## config.mk

```make
export PLATFORM = sky130hd
export DESIGN_NAME = cvxif_result_queue
export DESIGN_NICKNAME = d
export VERILOG_FILES = /design/src/rtl/cvxif_result_queue.sv
export SDC_FILE = /design/constraint.sdc
export NUM_CORES = 1
export LEC_CHECK = 0
export BUFFER_PORTS_ARGS = -buffer_cell sky130_fd_sc_hd__buf_2
export CORE_ASPECT_RATIO = 1.1
export CORE_MARGIN = 2
export CORE_UTILIZATION = 40
export DETAILED_ROUTE_END_ITERATION = 16
export HOLD_SLACK_MARGIN = 0.12
export PLACE_DENSITY = 0.63
export SLEW_MARGIN = 10
export SYNTH_ARGS = -nofsm -noshare
export SYNTH_HDL_FRONTEND = slang
export SYNTH_SLANG_ARGS = --single-unit
export TNS_END_PERCENT = 1
```

## constraint.sdc

```tcl
create_clock -name clk -period 8.3 [get_ports clk]
set_input_delay 1.66 -clock clk [delete_from_list [all_inputs] [get_ports clk]]
set_output_delay 1.66 -clock clk [all_outputs]
set_load 0.02 [all_outputs]
```

## src/rtl/cvxif_result_queue.sv

```systemverilog
// CVXIF writeback queue: pairs snooped issue rd tags with posit coprocessor results, in order.
// Optional NaR exception flag per entry is enabled by defining RESULT_QUEUE_NAR_EXC_EN.
module cvxif_result_queue #(
    parameter int DEPTH = 4,
    parameter int PAU_N = 32
) (
    input  logic                     clk,
    input  logic                     rst,
    input  logic                     issue_valid,
    input  logic                     issue_ready,
    input  logic                     issue_resp_accept,
    input  logic [31:0]              issue_req_instr,
    input  logic                     pau_result_valid,
    output logic                     pau_result_ready,
    input  logic [31:0]              pau_result_data,
    output logic                     x_result_valid,
    input  logic                     x_result_ready,
    output logic [31:0]              x_result_data,
    output logic [4:0]               x_result_rd,
    output logic                     x_result_we,
`ifdef RESULT_QUEUE_NAR_EXC_EN
    output logic                     x_result_exc,
`endif
    output logic [$clog2(DEPTH):0]   count,
    output logic                     tag_overflow
);

    localparam int AW = $clog2(DEPTH);
    localparam int CW = AW + 1;
    localparam logic [CW-1:0] FULL_CNT = CW'(DEPTH);

    // ---------------- rd tag FIFO ----------------
    logic [4:0]    r_tag_mem [DEPTH];
    logic [AW-1:0] r_tag_wptr;
    logic [AW-1:0] r_tag_rptr;
    logic [CW-1:0] r_tag_cnt;
    logic          r_tag_overflow;

    logic w_issue_fire;
    logic w_tag_full;
    logic w_tag_empty;
    logic w_tag_push;
    logic w_tag_pop;
    logic w_tag_drop;
    logic [4:0] w_issue_rd;
    logic [4:0] w_head_tag;
    logic w_unused_instr;

    assign w_issue_fire   = issue_valid & issue_ready & issue_resp_accept;
    assign w_issue_rd     = issue_req_instr[11:7];
    assign w_unused_instr = ^{issue_req_instr[31:12], issue_req_instr[6:0]};
    assign w_tag_full     = (r_tag_cnt == FULL_CNT);
    assign w_tag_empty    = (r_tag_cnt == '0);
    assign w_head_tag     = r_tag_mem[r_tag_rptr];

    // A full tag FIFO still accepts a tag when the head is consumed in the same cycle.
    assign w_tag_pop  = pau_result_valid & pau_result_ready;
    assign w_tag_push = w_issue_fire & (~w_tag_full | w_tag_pop);
    assign w_tag_drop = w_issue_fire & w_tag_full & ~w_tag_pop;

    always_ff @(posedge clk) begin
        if (w_tag_push) begin
            r_tag_mem[r_tag_wptr] <= w_issue_rd;
        end
    end

    always_ff @(posedge clk) begin
        if (rst) begin
            r_tag_wptr     <= '0;
            r_tag_rptr     <= '0;
            r_tag_cnt      <= '0;
            r_tag_overflow <= 1'b0;
        end else begin
            if (w_tag_push) begin
                r_tag_wptr <= r_tag_wptr + 1'b1;
            end
            if (w_tag_pop) begin
                r_tag_rptr <= r_tag_rptr + 1'b1;
            end
            case ({w_tag_push, w_tag_pop})
                2'b10:   r_tag_cnt <= r_tag_cnt + 1'b1;
                2'b01:   r_tag_cnt <= r_tag_cnt - 1'b1;
                default: r_tag_cnt <= r_tag_cnt;
            endcase
            if (w_tag_drop) begin
                r_tag_overflow <= 1'b1;
            end
        end
    end

    // ---------------- result FIFO ----------------
    logic [31:0]   r_res_data [DEPTH];
    logic [4:0]    r_res_rd   [DEPTH];
    logic [AW-1:0] r_res_wptr;
    logic [AW-1:0] r_res_rptr;
    logic [CW-1:0] r_count;

    logic w_res_full;
    logic w_res_push;
    logic w_res_pop;

    // Full is judged before any same-cycle pop, so a full queue never falls through.
    assign w_res_full       = (r_count == FULL_CNT);
    assign pau_result_ready = ~w_tag_empty & ~w_res_full;
    assign w_res_push       = w_tag_pop;
    assign x_result_valid   = (r_count != '0);
    assign w_res_pop        = x_result_valid & x_result_ready;

`ifdef RESULT_QUEUE_NAR_EXC_EN
    localparam logic [PAU_N-1:0] NAR = {1'b1, {(PAU_N-1){1'b0}}};
    logic r_res_exc [DEPTH];
    logic w_is_nar;

    assign w_is_nar = (pau_result_data[PAU_N-1:0] == NAR);
`endif

    always_ff @(posedge clk) begin
        if (rst) begin
            for (int i = 0; i < DEPTH; i++) begin
                r_res_data[i] <= '0;
                r_res_rd[i]   <= '0;
`ifdef RESULT_QUEUE_NAR_EXC_EN
                r_res_exc[i]  <= 1'b0;
`endif
            end
            r_res_wptr <= '0;
            r_res_rptr <= '0;
            r_count    <= '0;
        end else begin
            if (w_res_push) begin
                r_res_data[r_res_wptr] <= pau_result_data;
                r_res_rd[r_res_wptr]   <= w_head_tag;
`ifdef RESULT_QUEUE_NAR_EXC_EN
                r_res_exc[r_res_wptr]  <= w_is_nar;
`endif
                r_res_wptr <= r_res_wptr + 1'b1;
            end
            if (w_res_pop) begin
                r_res_rptr <= r_res_rptr + 1'b1;
            end
            case ({w_res_push, w_res_pop})
                2'b10:   r_count <= r_count + 1'b1;
                2'b01:   r_count <= r_count - 1'b1;
                default: r_count <= r_count;
            endcase
        end
    end

    // Head fields come straight from storage; they hold while the core stalls.
    assign x_result_data = r_res_data[r_res_rptr];
    assign x_result_rd   = r_res_rd[r_res_rptr];
`ifdef RESULT_QUEUE_NAR_EXC_EN
    assign x_result_exc  = r_res_exc[r_res_rptr];
    assign x_result_we   = (x_result_rd != 5'd0) & ~x_result_exc;
`else
    assign x_result_we   = (x_result_rd != 5'd0);
`endif

    assign count        = r_count;
    assign tag_overflow = r_tag_overflow;

endmodule

```

# Yosys cells after proc, flatten, opt, wreduce, memory -nomap -nowiden
# Memory sizes are Yosys's and may differ from the RTL's. A register that Yosys moved wholly into a read port is not among the register bits.
# Cells that the tools add are included.
# op_classes
n_addsub	8
eq_ne	6
muxes	21
n_bitwise	13
n_reduce_logical	7
# op_table
op	n
$mux W32	1
$reduce_or A32 Y1	1
$mux W2	8
$pmux W3 S2	2
$mux W1	9
$add A2 B1 Y2 const B	4
$and A1 B1 Y1	8
$add A3 B1 Y3 const B	2
$eq A3 B3 Y1 const B	2
$sub A3 B1 Y3 const B	2
$mux W5	1
$reduce_bool A5 Y1	1
$reduce_or A5 Y1	1
$eq A2 B1 Y1 const B	2
$eq A2 B2 Y1 const B	2
$not A1 Y1	4
$reduce_bool A2 Y1	2
$logic_not A3 Y1	1
$reduce_bool A3 Y1	1
$or A1 B1 Y1	1
# totals
regBits	15
ramBits	168
input_bits	71
out_inout_bits	44
mem_count	3
# memory_table
memory	depth	width	rd	rd_clocked_by_memory_dff	write_ports	line_no	text
r_res_data	4	32	1	1	4	92	logic [31:0] r_res_data [DEPTH];
r_res_rd	4	5	1	1	4	93	logic [4:0] r_res_rd [DEPTH];
r_tag_mem	4	5	1	1	1	33	logic [4:0] r_tag_mem [DEPTH];

# Longest topological paths before layout
# depth
ltp_word	9
ltp_mapped	9
mapped_depth_nobuf	8

# Worst setup path after synthesis
# Ideal clock, no wire load.
# synth_path
path_type	input to register
start	input port pau_result_valid
end	memory r_res_data[2][0], enable pin
arrival_time_ns	4.026
required_ns	7.861
path_slack_ns	3.835
stages	3
n_path_buf	1
path_cell_list	clkbuf_1 -> nand3_2 -> o21bai_1
# synth_rtl
item	line_no	text
start: declaration	13	input logic pau_result_valid,
end: declaration	92	

==> reports/metrics.cfg <==
[die]
pin_count = 115
fp.dieW_um = 140
die_y_um = 154
std_cell_rows = 54
core-area_sq_um = 19900
initial_utilization = 0.410
die_area_sq_um = 21600

[timing]
fmax_mhz = 242
setup_viol = 0
rsz0062_at_grt = no
finClkSkew_ns = 0.00985
period_needed_ns = 4.14
fin_tns_setup_ns = 0
final-hold-violation-count = 0
max_slew_margin = 0.267
report.final.slew_viol_count = 0
fin_crit_sh = 0.499
postLayoutSetupSlackWorst_ns = 4.16
whs_ns = 0.479
tightest_slew_ns = 1.10

[power_and_ir_drop]
netSwitchingPower_mw = 0.569
p_seq_frac = 0.488
powerDensity_nw_per_um2 = 238
clock_power_share = 0.361
design_power_total_mw = 2.25
combPwrFrac = 0.151
p_sw_frac = 0.253
power_leakage_nw = 3.54
vdd_drop_max_uv = 154
p_int_mw = 1.68

[placed_design]
dp_hpwl_mm = 9.07
dpl.cell_count = 826
post_dp_cell_area_sq_um = 8840
dpl_worst_slack_ns = 4.55
numPortBuffers = 87
globalplace.congestion = 0.729

[clock_network]
insertion_delay_ns = 0.43
cts_root_buffer = clkbuf_16
numCtsBuffers = 17
post_cts_buffers = 0
cts_max_path_buffers = 2
cts_hold_buf = 0
htree_levels = 4
cts_tree = built
cts_sinks = 187
clk_pin_slew_ns = 0.07
cts_resized = 0

[setup_path]
crit_fanout = 37
start_kind = flop
timing.rr.start = count[2]
path_class = flop to output port
arrival_ns = 2.48
worstPathRequired_ns = 6.64
crit_path_end_kind = output port

[run]
drv_cap = 0

[status]
status = finished clean

[detailed_routing]
finalWirelength_mm = 16.0
avgRoutedWirePerCell_um = 18.6
viasPerCell = 5.12
drt_pass1_iterations = 4
vias = 4401
drc = 0
antenna_left = 0
detail_route.iter0.violations = 195

[final_layout]
area_delta_synth_final_pct = 15.6
final_common_cell = edfxtp_1
final_net_count = 671
drive_gt1_frac = 0.330
final_cell_mix = edfxtp_1, and2_1, buf_2, mux4_2, nor2_1
fin_util = 0.474
fin_area_sq_um = 9450
num-fill-cells = 1724
final_cells = 859

[global_routing]
grt_pass1_wl_mm = 24.9
grt_pass1_vias = 4656
antenna_found_initial = 3
grt.total_usage = 0.156
grt-ovfl-total = 0
grt_max_degree = 38

[synthesis]
synth_cell_types = 46
synth_edf_count = 168
synth_top_area_frac = 0.617
yosysWarnings = 0
syn_inst = 509
post_synth.cell_area_avg_sq_um = 16.1
syn_nets = 587
yosysTopAreaCell = edfxtp_1
synth_area_leaders = edfxtp_1, mux4_2, and2_1
async_reset_ff_frac = 0
ys_seq_elements = 187
ys_seq_area_frac = 0.664
yosys_most_used_dff = edfxtp_1
synth_area_sq_um = 8170

[min_path]
worstHoldStart = tag_overflow
hp-class = flop to flop

[routing by layer]
| layer | vias to the layer above | part of all wire | global-route usage | routed length, um |
|---|---|---|---|---|
| met2 | 123 | 0.52 | 0.275 | 8400 |
| met5 | - | 0.0015 | 0 | 24 |
| li1 | 2034 | - | - | - |
| met1 | 2220 | 0.40 | 0.185 | 6440 |
| met3 | 20 | 0.059 | 0.0427 | 945 |
| met4 | 4 | 0.012 | 0.0491 | 188 |
[logic make-up after synthesis]
kind of cell             count (synthesis)  share of synthesized area
adder cells (fa/ha/maj)                  7                     0.0126
XOR/XNOR                                 9                    0.00965
AO/OA/AOI/OAI                           18                     0.0162
multiplexers                            46                      0.121
buffers and inverters                   42                     0.0265
flip-flops                             187                      0.664
AND/OR/NAND/NOR                        200                      0.150
[flip-flops by register name, summed over array words and instances (netlist names), named ones only]
name and count:
r_res_data 128, r_res_rd 20, r_tag_mem 20, count 3
r_tag_cnt 3, r_res_rptr 2, r_res_wptr 2, r_tag_rptr 2
r_tag_wptr 2, tag_overflow 1
[worst max-delay path: stages (launching register included)]
cell and delay [ns]:
dfxtp_2 0.32, buf_4 0.62, mux4_2 0.63, nor3_1 0.22
nand2_1 0.07, buf_2 0.16
[cell type report]
| cell class | instances | area (sq um) | area share |
|---|---|---|---|
| flip-flops and latches | 187 | 5430 | 0.574 |
| multi-input cells | 280 | 2560 | 0.271 |
| clock buffers | 24 | 536 | 0.0567 |
| repair buffers | 94 | 488 | 0.0516 |
| well taps | 252 | 315 | 0.0334 |
| clock inverters | 8 | 66.3 | 0.00702 |
| inverters | 13 | 48.8 | 0.00516 |
| diodes | 1 | 2.50 | 0.000265 |
[worst paths after layout]
check | endpoint | slack, ns | cells after the start
max | x_result_we | 4.16 | 5
min reg2reg | tag_overflow | 0.48 | 2
max reg2reg | count[2] | 5.59 | 8
min | tag_overflow | 0.48 | 2
[power by group through the flow]
stage | registers [mW] | logic, mW | clock network [mW]
2_1_floorplan | 1.11 | 0.245 | 0
3_3_place_gp | 1.11 | 0.338 | 0
3_5_place_dp | 1.12 | 0.346 | 0
4_1_cts | 1.10 | 0.347 | 0.821
5_1_grt | 1.10 | 0.369 | 0.860
6_report | 1.10 | 0.340 | 0.810
[Yosys cell counts (3+ instances only)]
cell,count
xnor2_1,4
nand2b_1,4
clkbuf_1,16
nand2_1,10
and2_4,19
xor2_1,5
mux4_2,42
buf_6,7
inv_1,13
a31oi_1,3
and2_1,119
dfxtp_1,19
or3_1,3
buf_2,5
nor2_1,30
edfxtp_1,168
ha_1,5
Power figures use the tool's default switching activity.
